==> src/rtl/instr_sequencer.sv <==
// ---------------------------------------------------------------------------
// instr_sequencer
//
// Program-memory-backed instruction issuer for simple_cpu. A host fills a
// small instruction store through the load port. On start, the block fetches
// words from address 0 and offers each one to the CPU over a valid/ready
// handshake, holding the offer stable until it is accepted. A word whose top
// two bits are 2'b00 is a HALT marker: it is never issued and stops the run.
//
// Optional feature (compile-time macro SEQ_WRAP_EN):
//   defined   - a transfer at the last store address wraps pc to 0 and
//               keeps fetching until a HALT marker or an abort.
//   undefined - a transfer at the last store address ends in HALTED.
//
// Ports:
//   clk          in   system clock, all state on the rising edge
//   rst          in   asynchronous active-high reset
//   load_en      in   program store write strobe (honoured in IDLE/HALTED)
//   load_addr    in   program store write address
//   load_data    in   program store write data
//   start        in   begin execution at address 0 (from IDLE/HALTED)
//   abort        in   stop issuing, return to IDLE
//   instr_ready  in   CPU accepts the offered instruction this cycle
//   instruction  out  registered instruction offered to the CPU
//   instr_valid  out  instruction is new and not yet accepted
//   pc           out  address of the instruction fetched/offered
//   busy         out  in FETCH or ISSUE
//   done         out  in HALTED
//   issue_cnt    out  instructions accepted since last start, saturates at 255
// ---------------------------------------------------------------------------
module instr_sequencer #(
    parameter int unsigned INSTR_WIDTH = 20,
    parameter int unsigned PC_BITS     = 4
) (
    input  logic                   clk,
    input  logic                   rst,
    input  logic                   load_en,
    input  logic [PC_BITS-1:0]     load_addr,
    input  logic [INSTR_WIDTH-1:0] load_data,
    input  logic                   start,
    input  logic                   abort,
    input  logic                   instr_ready,
    output logic [INSTR_WIDTH-1:0] instruction,
    output logic                   instr_valid,
    output logic [PC_BITS-1:0]     pc,
    output logic                   busy,
    output logic                   done,
    output logic [7:0]             issue_cnt
);

    localparam int unsigned        Depth  = 2 ** PC_BITS;
    localparam logic [PC_BITS-1:0] LastPc = PC_BITS'(Depth - 1);

    typedef enum logic [1:0] {
        StIdle,
        StFetch,
        StIssue,
        StHalted
    } state_t;

    state_t                 state_q, state_d;
    logic [INSTR_WIDTH-1:0] instr_q, instr_d;
    logic                   valid_q, valid_d;
    logic [PC_BITS-1:0]     pc_q, pc_d;
    logic [7:0]             cnt_q, cnt_d;

    logic [INSTR_WIDTH-1:0] mem [Depth];

    logic [INSTR_WIDTH-1:0] fetch_word;
    logic                   is_halt;
    logic                   load_ok;
    logic                   transfer;
    logic [7:0]             cnt_inc;

    assign fetch_word = mem[pc_q];
    assign is_halt    = (fetch_word[INSTR_WIDTH-1 -: 2] == 2'b00);
    // Loads are only accepted while nothing is being fetched or offered.
    assign load_ok    = load_en && ((state_q == StIdle) || (state_q == StHalted));
    assign transfer   = valid_q && instr_ready;
    assign cnt_inc    = (cnt_q == 8'hFF) ? cnt_q : cnt_q + 8'd1;

    // Program store. A write in the same cycle as start lands at that edge,
    // so the following FETCH of address 0 already sees the new word.
    always_ff @(posedge clk or posedge rst) begin
        if (rst) begin
            for (int unsigned i = 0; i < Depth; i++) begin
                mem[i] <= '0;
            end
        end else if (load_ok) begin
            mem[load_addr] <= load_data;
        end
    end

    always_ff @(posedge clk or posedge rst) begin
        if (rst) begin
            state_q <= StIdle;
            instr_q <= '0;
            valid_q <= 1'b0;
            pc_q    <= '0;
            cnt_q   <= 8'd0;
        end else begin
            state_q <= state_d;
            instr_q <= instr_d;
            valid_q <= valid_d;
            pc_q    <= pc_d;
            cnt_q   <= cnt_d;
        end
    end

    always_comb begin
        state_d = state_q;
        instr_d = instr_q;
        valid_d = valid_q;
        pc_d    = pc_q;
        cnt_d   = cnt_q;

        if (abort) begin
            // An acceptance on the same edge as abort still counts.
            state_d = StIdle;
            valid_d = 1'b0;
            if (transfer) begin
                cnt_d = cnt_inc;
            end
        end else begin
            unique case (state_q)
                StIdle, StHalted: begin
                    if (start) begin
                        state_d = StFetch;
                        pc_d    = '0;
                        cnt_d   = 8'd0;
                    end
                end
                StFetch: begin
                    if (is_halt) begin
                        // The last issued word stays on the bus.
                        state_d = StHalted;
                    end else begin
                        instr_d = fetch_word;
                        valid_d = 1'b1;
                        state_d = StIssue;
                    end
                end
                StIssue: begin
                    if (transfer) begin
                        valid_d = 1'b0;
                        cnt_d   = cnt_inc;
                        if (pc_q == LastPc) begin
`ifdef SEQ_WRAP_EN
                            pc_d    = '0;
                            state_d = StFetch;
`else
                            state_d = StHalted;
`endif
                        end else begin
                            pc_d    = pc_q + PC_BITS'(1);
                            state_d = StFetch;
                        end
                    end
                end
                default: begin
                    state_d = StIdle;
                end
            endcase
        end
    end

    assign instruction = instr_q;
    assign instr_valid = valid_q;
    assign pc          = pc_q;
    assign issue_cnt   = cnt_q;
    assign busy        = (state_q == StFetch) || (state_q == StIssue);
    assign done        = (state_q == StHalted);

endmodule
==> config.mk <==
export PLATFORM = sky130hd
export DESIGN_NAME = instr_sequencer
export DESIGN_NICKNAME = d
export VERILOG_FILES = /design/src/rtl/instr_sequencer.sv
export SDC_FILE = /design/constraint.sdc
export NUM_CORES = 1
export LEC_CHECK = 0
export BUFFER_PORTS_ARGS = -buffer_cell sky130_fd_sc_hd__buf_2
export CORE_AREA = 5 5 297 154
export CTS_CLUSTER_SIZE = 14
export DETAILED_ROUTE_END_ITERATION = 8
export DIE_AREA = 0 0 302 159
export SYNTH_ARGS = -nofsm -noshare
export SYNTH_HDL_FRONTEND = slang
export SYNTH_SLANG_ARGS = --single-unit
==> constraint.sdc <==
create_clock -name clk -period 24.8 [get_ports clk]
set_input_delay 7.44 -clock clk [delete_from_list [all_inputs] [get_ports clk]]
set_output_delay 7.44 -clock clk [all_outputs]
set_load 0.02 [all_outputs]
**Yosys cells after proc, flatten, opt, wreduce, memory -nomap -nowiden**

Cells that the tools add are included.

- $add $sub $neg: 2
- Mux-type cells: 25
- Equal/unequal tests: 11
- Reduce and logical (&&, ||, !) cells: 16
- Magnitude comparators: 3
- Bitwise logic cells: 4

Operators with widths:

| cell | number |
|---|---|
| 320-bit bitwise mux | 1 |
| 20-bit binary-select mux with 4-bit select | 1 |
| 20-bit demux with 4-bit select | 1 |
| 20-bit 2-to-1 mux | 3 |
| 8-bit 2-to-1 mux | 4 |
| 8-bit one-hot mux with 2 select lines | 1 |
| 4-bit 2-to-1 mux | 3 |
| 5-bit greater-or-equal comparator, second input constant | 2 |
| 4-bit inverter with 5-bit output | 2 |
| 3-bit inequality test, second input constant | 3 |
| 8-bit by 1-bit adder with 8-bit output, second input constant | 1 |
| 8-bit equality test, second input constant | 1 |
| 2-bit 2-to-1 mux | 4 |
| 4-bit one-hot mux with 2 select lines | 1 |
| 2-bit inequality test, second input constant | 3 |
| 2-bit one-hot mux with 3 select lines | 1 |
| 3-bit AND reduction | 2 |
| 3-bit nonzero test | 2 |
| 5-bit by 1-bit less-than comparator with 1-bit output, second input constant | 1 |
| 5-bit AND reduction | 1 |
| 4-bit by 1-bit adder with 4-bit output, second input constant | 1 |
| 2-bit equality test, second input constant | 2 |
| 4-bit equality test, second input constant | 1 |
| 2-bit logical NOT | 2 |
| other kinds (9) | 17 |

- Register bits after elaboration: 355
- Input bits: 30
- Output and inout port bits: 35
- Word-level logic and storage cells: 82

**Depth between registers and ports, before layout**

- Depth in word-level cells: 8
- Gate-level depth with buffers: 9
- Depth with buffers taken out: 7

**Worst setup path before layout**

Ideal clock, no wire load.

- Path type: input to register
- Start: input instr_ready
- End: register pc_q[3] (netlist: pc[3])
- Stages on the path: 5
- Setup time: 0.147 ns
- Required time: 24.653 ns
- Buffers on the path: 0
- Slack: 16.049 ns
- Arrival time: 8.604 ns
- Cells stage by stage: nand2_1 > a2111oi_1 > nand4_1 > xor2_1 > nor2_1

- Cells in the longest elaborated chain, start to end: 3

RTL lines:

| what | RTL line | RTL |
|---|---|---|
| from (decl) | 42 | `input logic instr_ready,` |
| 1-bit logical AND | 79 | `assign transfer = valid_q && instr_ready;` |
| 2-bit inequality test (no source line) | -- |  |
| 5-bit AND reduction (no source line) | -- |  |
| to (signal assigned) | 105 | `pc_q <= pc_d;` |
| to (decl) | 64 | `logic [PC_BITS-1:0] pc_q, pc_d;` |

Every way passes these cells.
A chain may end at the register's enable or synchronous reset.

**Worst setup path after layout**

- Start: register state_q[0]
- End: output busy

- Cells in the longest elaborated chain, start to end: 2
- Elaborated cells on any way between the ends: 3
- Classes of those cells: eq/ne (2); reduce/logical (1)

RTL lines:

| what | RTL line | RTL |
|---|---|---|
| from (decl) | 61 | `state_t state_q, state_d;` |
| from (signal assigned) | 96 | `state_q <= StIdle;` |
| from (signal assigned) | 102 | `state_q <= state_d;` |
| 2-bit by 1-bit equality test with 1-bit output or 2-bit equality test (tied branches) | 171 | `assign busy = (state_q == StFetch) \|\| (state_q == StIssue);` |
| 1-bit logical OR * | 171 |  |
| to (decl) | 46 | `output logic busy,` |

Mark *: on every way between the ends. The rest lies on a longest branch, timed or not.

==> out/metrics.cfg <==
[floorplan]
die-width_um=302
die_y_um=159
num_rows=54
total_core_area_mm2=0.04284
fp.dieArea_mm2=0.04802
start_util_pct=37.38
boundaryPins=65

[routing]
firstDrtPassIters=4
route.vias.total=8764
drt_iter0_markers=566
drt-vias-per-instance=5.318
wl_per_cell_um=23.21
postRouteWirelength_mm=38.25
remaining_drc_errors=0
ant_nets=0

[layout]
final.fill_count=3929
nNetsFinal=1074
layout-drive-gt1-share_pct=53.49
insertedDiodeCount=0
utilization_pct=41.81
synthToLayoutAreaGrowth_pct=11.85

[setup_path]
worstSetupPathType=register to primary output
critical_path_peak_fanout=10
timing.critical_path.required_ns=17.36
timing.reg2reg.worst_path_depth=5
critical_path.reg2reg.startpoint=pc[0]$_DFFE_PP0P_
crit_arrival_ns=1.92
start_kind=register
worstSetupEndpointType=primary output
crit-reg2reg-capture=instruction[10]$_DFFE_PP0P_
r2r_slack_ns=21.33

[timing]
finalSetupTns_ns=0
highest_attainable_clock_frequency_mhz=106.8
rsz_0062_raised_after_global_routing=false
max_slew_margin_pct=31.65
final.setup_skew_ns=0.008357
slew_violations=0
period_share_pct=37.76
period_needed_ns=9.363
setup_viol=0
final-hold-violation-count=0
max_slew.worst_pin.slew_ns=1.025

[clocking]
cts_root_buffer=clkbuf_16
cts_sink_count=355
htree_num_levels=1
cts-resized-gates=0
clock_path_buffers=3
cts.reportedPaths.clkPinSlew_ns=0.07
cts_tree=yes
cts_hold_repair.buffers=0
clock_latency_ns=0.57
cts_post_setup_buffers_inserted=0
cts_inserted_buffers=31

[logic_synthesis]
syn-num-nets=1032
ys_top_cells_by_area=dfrtp_1, mux2_2, mux4_2
sequential_element_share_of_the_synthesized_area_pct=55.48
post_synth.cell_area_avg_um2=16.06
yosys_most_used_dff=dfrtp_1
yosys-top-cells-count=dfrtp_1, mux2_2, mux4_2
post_synth_inst_count=997
synth.cell_area_mm2=0.01601
number_of_synthesized_flops_with_an_enable_pin=0
yosysWarnings=0
leading_area_contributor_after_synthesis=dfrtp_1
synth.ff_latch_count=355
asyncSetResetFlopFracSynth_pct=100.0
yosys.cell_types.count=44
yosysMostFrequentCell=dfrtp_1
synth_top_area_share_pct=55.48

[grt]
via_count_of_the_first_global_routing_pass=9131
global_route_wire_length_before_repair_mm=59.61
grt_start_max_net_pins=170
global_route.usage.total_pct=16.04
grt_remaining_overflow=0
grt_antenna_before_repair=2

[worst_hold_path]
timing.hold.worst.start=mem[285]$_DFFE_PP0P_
hold_path_class=register to register
timing.hold.worst_path_depth=1
worst_hold_path_endpoint=mem[285]$_DFFE_PP0P_

[placement]
place_congestion=0.7408
portBuffers=64
place.detailed.hpwl_mm=22.76

[pwr]
p_sw_share_pct=28.06
internal_power_consumption_uw=1483
power_frac_clock_pct=22.9
static-leakage-power_uw=0.007662
switchingPower_uw=578.3
irDropWorstVdd_uv=58.29
power_frac_comb_pct=28.9
seq_power_share_pct=48.1
power.density_mw_per_mm2=115.1

[outcome]
status=finished clean

[flow_run]
maxCapViolations=0

power by group through the flow:
stage,sequential [µW],clock (µW),combinational [µW]
after floorplan,976,0,467
after global placement,996,0,587
after detailed placement,1000,0,604
after CTS,992,487,606
after global routing,1030,510,650
final,992,473,596
kinds of logic (layout without fill, tap and decap cells):
family | Yosys count | after routing | share of synthesized area, %
AND/OR/NAND/NOR | 87 | 87 | 2.688
AO/OA/AOI/OAI | 21 | 21 | 1.000
buffers and inverters | 85 | 148 | 2.407
multiplexers | 437 | 437 | 37.65
flip-flops | 355 | 355 | 55.48
adder cells (fa/ha/maj) | 5 | 5 | 0.3907
XOR/XNOR | 7 | 7 | 0.3829
registers in the layout (all words and copies together), names as in the netlist:
name         cells
instr_valid      1
instruction     20
issue_cnt        8
mem            320
pc               4
state_q          2
per-stage QoR:
step,hold slack [ns],power [µW],worst slack [ns],instances,area (µm²)
4_1_cts,0.4944,2085,15.36,1648,17910
3_3_place_gp,0.4702,1583,14.88,1594,16940
2_1_floorplan,0.4587,1443,7.511,997,16010
5_1_grt,0.5099,2186,15.11,1648,17910
6_report,0.4927,2061,15.44,1648,17910
3_5_place_dp,0.4804,1606,14.84,1594,16940
metal layers:
layer  share of wire [%]  up-vias  GRT usage, %
li1                    -     3796             -
met1                  51     4757         26.35
met2                  42      158         22.43
met3                 5.3       49         3.025
met4                 1.4        4         2.267
met5               0.065        -             0
worst max-delay path: stages, from the launching register on:
cell and delay (ns):
dfrtp_1 0.37, inv_1 0.07, ha_1 0.59, inv_1 0.13
buf_2 0.19
cells in the final DEF (no fill, tap or decap), types with 2 or more instances in the layout:
master / netlist / routed
dfrtp_1: 355 / 352
mux2_2: 321 / 321
mux4_2: 97 / 97
buf_2: 7 / 64
clkbuf_16: 0 / 31
nand2_1: 23 / 23
buf_4: 1 / 22
mux2_1: 18 / 18
nor2_1: 23 / 14
clkbuf_8: 0 / 10
nor2_2: 0 / 9
clkbuf_1: 53 / 9
nor3_1: 8 / 8
nand2b_1: 7 / 7
nand3_1: 7 / 7
inv_1: 7 / 6
nor2b_1: 5 / 5
xnor2_1: 5 / 5
ha_1: 5 / 5
nand4_1: 3 / 3
a21oi_1: 3 / 3
and4_1: 3 / 3
o21ai_0: 3 / 3
clkinv_2: 0 / 3
nand4b_1: 2 / 2
a31oi_1: 2 / 2
o21bai_1: 2 / 2
xor2_1: 2 / 2
a22o_1: 2 / 2
dfrtp_4: 0 / 2
final cells by class:
type,count,area [µm²],share of cell area [%]
Clock buffer,50,947.2,5.289
Timing Repair Buffer,87,505.5,2.822
Tap cell,588,735.7,4.108
Multi-Input combinational cell,557,6771,37.81
Clock inverter,4,23.77,0.1327
Inverter,7,33.78,0.1886
Sequential cell,355,8892,49.65
worst max-delay path by stage:
stage                           start                 endpoint
5_1_grt                           rst      mem[64]$_DFFE_PP0P_
4_1_cts        state_q[0]$_DFFE_PP0P_                     busy
3_5_place_dp                      rst      mem[24]$_DFFE_PP0P_
6_report       state_q[0]$_DFFE_PP0P_                     busy
3_3_place_gp                      rst     mem[164]$_DFFE_PP0P_
2_1_floorplan                     rst  instr_valid$_DFFE_PP0P_
Note: power is estimated with default switching activity, not from simulation.
